## src/rtl/uart_txbuf_pkg.sv

```systemverilog
// uart_txbuf_pkg: handshake FSM state encodings and XON/XOFF character codes
// shared by the DZ11 line transmit and receive paths.
package uart_txbuf_pkg;
  typedef enum logic [1:0] {IDLE = 2'd0, LOAD = 2'd1, BUSY = 2'd2, SEND = 2'd3} state_t;
  localparam logic [7:0] XON_CHAR  = 8'h11;
  localparam logic [7:0] XOFF_CHAR = 8'h13;
endpackage

```

## src/rtl/uart_fifo.sv

```systemverilog
// uart_fifo: synchronous FIFO with occupancy count; DEPTH must be a power of two
// so the pointers wrap naturally.
module uart_fifo #(
  parameter int DEPTH = 4,
  parameter int W     = 8
) (
  input  logic                     clk,
  input  logic                     rst_n,
  input  logic                     clr,
  input  logic                     wr,
  input  logic [W-1:0]             wdata,
  input  logic                     rd,
  output logic [W-1:0]             rdata,
  output logic                     full,
  output logic                     empty,
  output logic [$clog2(DEPTH):0]   level
);
  localparam int AW = $clog2(DEPTH);
  logic [W-1:0]  mem [DEPTH];
  logic [AW-1:0] wp, rp;
  logic          do_wr, do_rd;
  assign full  = level == (AW+1)'(DEPTH);
  assign empty = level == '0;
  assign do_wr = wr && !full;
  assign do_rd = rd && !empty;
  assign rdata = mem[rp];
  always_ff @(posedge clk or negedge rst_n)
    if (!rst_n) begin
      wp    <= '0;
      rp    <= '0;
      level <= '0;
    end else if (clr) begin
      wp    <= '0;
      rp    <= '0;
      level <= '0;
    end else begin
      if (do_wr) wp <= wp + 1'b1;
      if (do_rd) rp <= rp + 1'b1;
      level <= level + (AW+1)'(do_wr) - (AW+1)'(do_rd);
    end
  always_ff @(posedge clk)
    if (do_wr) mem[wp] <= wdata;
endmodule

```

## src/rtl/uart_txbuf.sv

```systemverilog
// uart_txbuf: DZ11 transmit holding FIFO feeding an unbuffered UART transmitter.
// Define UARTTXBUF_XONXOFF_EN to enable XON/XOFF output pausing.
module uart_txbuf
  import uart_txbuf_pkg::*;
#(
  parameter int DEPTH = 4
) (
  input  logic                     clk,
  input  logic                     rst_n,
  input  logic                     clr,
  input  logic                     wr,
  input  logic [7:0]               wdata,
  output logic                     full,
  output logic [$clog2(DEPTH):0]   level,
  output logic                     ovr,
  output logic                     intr,
  input  logic                     xon,
  input  logic                     xoff,
  output logic                     stopped,
  output logic                     txLoad,
  output logic [7:0]               txData,
  input  logic                     txEmpty,
  input  logic                     txIntr
);
  state_t     state, nxt;
  logic [7:0] head;
  logic       empty;
  uart_fifo #(.DEPTH(DEPTH), .W(8)) u_fifo (
    .clk(clk), .rst_n(rst_n), .clr(clr),
    .wr(wr), .wdata(wdata), .rd(state == LOAD),
    .rdata(head), .full(full), .empty(empty), .level(level)
  );
  always_ff @(posedge clk or negedge rst_n)
    if (!rst_n) state <= IDLE;
    else state <= clr ? IDLE : nxt;
  always_comb begin
    nxt = IDLE;
    case (state)
      IDLE:    nxt = (!empty && txEmpty && !stopped) ? LOAD : IDLE;
      LOAD:    nxt = BUSY;
      BUSY:    nxt = txEmpty ? BUSY : SEND;
      SEND:    nxt = txIntr ? IDLE : SEND;
      default: nxt = IDLE;
    endcase
  end
  // txData is captured on the IDLE->LOAD edge so it is stable while txLoad is high
  always_ff @(posedge clk or negedge rst_n)
    if (!rst_n) begin
      txLoad <= 1'b0;
      txData <= '0;
      intr   <= 1'b0;
      ovr    <= 1'b0;
    end else if (clr) begin
      txLoad <= 1'b0;
      txData <= '0;
      intr   <= 1'b0;
      ovr    <= 1'b0;
    end else begin
      txLoad <= nxt == LOAD;
      if (state == IDLE && nxt == LOAD) txData <= head;
      intr   <= state == SEND && txIntr && empty;
      ovr    <= ovr | (wr && full);
    end
`ifdef UARTTXBUF_XONXOFF_EN
  always_ff @(posedge clk or negedge rst_n)
    if (!rst_n) stopped <= 1'b0;
    else if (clr) stopped <= 1'b0;
    else stopped <= xoff | (stopped & !xon);
`else
  logic fc_unused;
  assign fc_unused = xon | xoff;
  assign stopped   = 1'b0;
`endif
endmodule

```

## config.mk

```make
export PLATFORM = sky130hd
export DESIGN_NAME = uart_txbuf
export DESIGN_NICKNAME = d
export VERILOG_FILES = /design/src/rtl/uart_txbuf_pkg.sv /design/src/rtl/uart_fifo.sv /design/src/rtl/uart_txbuf.sv
export SDC_FILE = /design/constraint.sdc
export NUM_CORES = 1
export LEC_CHECK = 0
export CAP_MARGIN = 10
export CORE_UTILIZATION = 30
export CTS_CLUSTER_SIZE = 40
export DETAILED_ROUTE_END_ITERATION = 7
export PLACE_DENSITY = 0.55
export SKIP_CTS_REPAIR_TIMING = 1
export SYNTH_ARGS = -nofsm -noshare
export SYNTH_HDL_FRONTEND = slang
export SYNTH_SLANG_ARGS = --single-unit
```

## constraint.sdc

```tcl
create_clock -name clk -period 3.3 [get_ports clk]
set_input_delay 0.33 -clock clk [delete_from_list [all_inputs] [get_ports clk]]
set_output_delay 0.33 -clock clk [all_outputs]
set_load 0.02 [all_outputs]
```

==> reports/metrics.yaml <==
die_x_um: 87.5
nets: 201
synthAdderAreaFrac: 0.0434
vias: 1262
clk_latency_ns: 0.30
drv_slew: 0
p_total_mw: 1.88
cp.arrival_ns: 2.61
grt_overflow_total: 0
core_area_mm2: 0.00694
drive_above_1_share: 0.106
status: "completed"
dieHeight_um: 87.5
period_minus_slack_ns: 2.39
multi_input_area_um2: 643
n_antenna_cell: 0
yosys_warnings: 0
final_antenna_net_count: 0
slew-limit-headroom: 0.398
seq_area_frac_synth: 0.667
crit_fanout: 14
cts_made_buffers: 5
p_per_area_mw_per_mm2: 707
yosys.area.top_type: "edfxtp_1"
place_ws_ns: 0.915
synth-simple-area-share: 0.0925
critPathSlowestCell: "dfrtp_1"
first_iter_violations: 57
place_hpwl_um: 2530
finalHoldViolCount: 0
grt_max_degree: 21
synth_edf_count: 32
synth_compound_area_frac: 0.0696
die_area_mm2: 0.00765
worst_slack_ns: 0.909
yosysMostFrequentCell: "edfxtp_1"
yosys-top-cells-count: "edfxtp_1 (32), dfrtp_1 (20), a21oi_1 (13)"
rsz0062_at_grt: "false"
crit_chain: "nor3_1, buf_4, nor2_1, ha_1, inv_1, ha_1, inv_1, fa_1, xor2_1, and2_2, nor3_1"
fillers: 667
critPathMaxStageDelay_ns: 0.47
yosys.area_share.xor_xnor: 0.00400
tightest_slew_ns: 0.901
syn_area_mm2: 0.00219
setup.worst_path.start_class: "flop"
critPathCaptureType: "flop"
fin_setup_tns_ns: 0
placementRows: 30
wl_per_cell_um: 13.8
synth_top_family_by_area: "simple AND/OR/NAND/NOR gates"
min_path_type: "reg -> reg"
cts_tree: "built"
fmaxAchievable_ghz: 0.418
yosys.area.top_type_share: 0.438
drc: 0
cts_buffer_depth: 2
synthTopCellsByArea: "edfxtp_1 (44%), dfrtp_1 (23%), mux4_2 (8.2%), ha_1 (3.4%), a21oi_1 (3.0%)"
cap_violations: 0
area_growth_pct: 21.2
synth.area.mux_share: 0.0822
clock-sinks: 52
seqCellArea_mm2: 0.00146
crit_buf_inv: 3
grt_pass1_vias: 1248
via_per_inst: 4.59
synth_ff_type: "edfxtp_1"
routabilityCongestion: 0.703
totalWireLength_um: 3800
synth_seq_cells: 52
synth_cell_types: 31
ios: 32
cp_top_family: "adder cells"
path_class: "reg -> reg"
fin_skew_ns: 0.00910
syn_inst: 153
portBuffers: 28
async_flop_share: 0.385
grt_pass1_wl_um: 6620
antenna_found_initial: 0
htreeDepth: 2
setup_viol_count_final: 0
start_util: 0.316
cts_root_buf: "clkbuf_8"
synth.avg_cell_area_um2: 14.3
required_ns: 3.52
grt_usage: 0.116
irDropWorstVdd_mv: 0.251
first_pass_iters: 4
finalCritPeriodShare: 0.725
leakage_nw: 0.992
clk_pin_slew_worst_paths_ns: 0.09
syn_nets: 176
metal layers:
| metal | global-route usage | up-vias | wire length [um] |
|---|---|---|---|
| met5 | 0 | - | 0 |
| met4 | 0.0358 | 0 | 23 |
| met3 | 0.0322 | 2 | 212 |
| met2 | 0.177 | 42 | 1690 |
| met1 | 0.160 | 610 | 1880 |
| li1 | - | 608 | - |
area by class of cell:
class                           count  share of cell area
Clock buffer                        5              0.0259
Sequential cell                    52               0.550
Timing Repair Buffer               29               0.108
Multi-Input combinational cell     81               0.242
Clock inverter                      3              0.0160
Tap cell                           96              0.0452
Inverter                            9              0.0127
registers in the layout, summed over array words and instances (netlist names), 2 cells and up:
signal,flops
u_fifo.mem,32
txData,8
u_fifo.level,3
state,2
u_fifo.rp,2
u_fifo.wp,2
worst min-delay path, delay by kind of cell (launching register included):
kind | cells | cell delay (ns)
flops | 1 | 0.36
compound gates | 1 | 0.04
simple gates | 1 | 0.07
power breakdown:
group / switching (mW) / internal, mW
Clock: 0.204 / 0.225
Sequential: 0.0835 / 0.791
Combinational: 0.319 / 0.258
Total: 0.607 / 1.27
placed cells by master (no fill, tap or decap), types with 2 or more instances in the layout:
cell type         n
a21oi_1          13
clkbuf_8          5
edfxtp_1         32
o21ai_0          11
and3_1            5
inv_1             8
mux4_2            8
or3_1             2
clkdlybuf4s50_1  28
or3b_1            2
dfrtp_1          20
nand3_1          11
nor3_1            4
ha_1              6
nor2_1            6
logic make-up after synthesis:
| group | Yosys count |
|---|---|
| other cells | 1 |
| simple gates | 36 |
| buf+inv | 20 |
| flops | 52 |
| compound gates | 28 |
| xor+xnor | 1 |
| mux | 8 |
| fa+ha+maj | 7 |
path summary, 6_finish.rpt:
| kind | start | to | slack, ns | cells past startpoint |
|---|---|---|---|---|
| setup / recovery | u_fifo.level[1] | u_fifo.level[2] | 0.91 | 11 |
| hold / removal | ovr | ovr | 0.51 | 2 |
| setup reg to reg | u_fifo.level[1] | u_fifo.level[2] | 0.91 | 11 |
| hold reg to reg | ovr | ovr | 0.51 | 2 |
| max in group asynchronous | rst_n | intr | 2.22 | 1 |
| min in group asynchronous | rst_n | u_fifo.rp[0] | 0.53 | 1 |
stage by stage:
stage          instances  cell area, um^2  hold WS [ns]  utilization
2_1_floorplan        153             2190        0.0344            -
3_3_place_gp         267             2550         0.487        0.367
3_5_place_dp         267             2550         0.500        0.367
4_1_cts              275             2660         0.524        0.383
5_1_grt              275             2660         0.578        0.383
6_report             275             2660         0.515        0.383
Power figures use the tool's default switching activity.
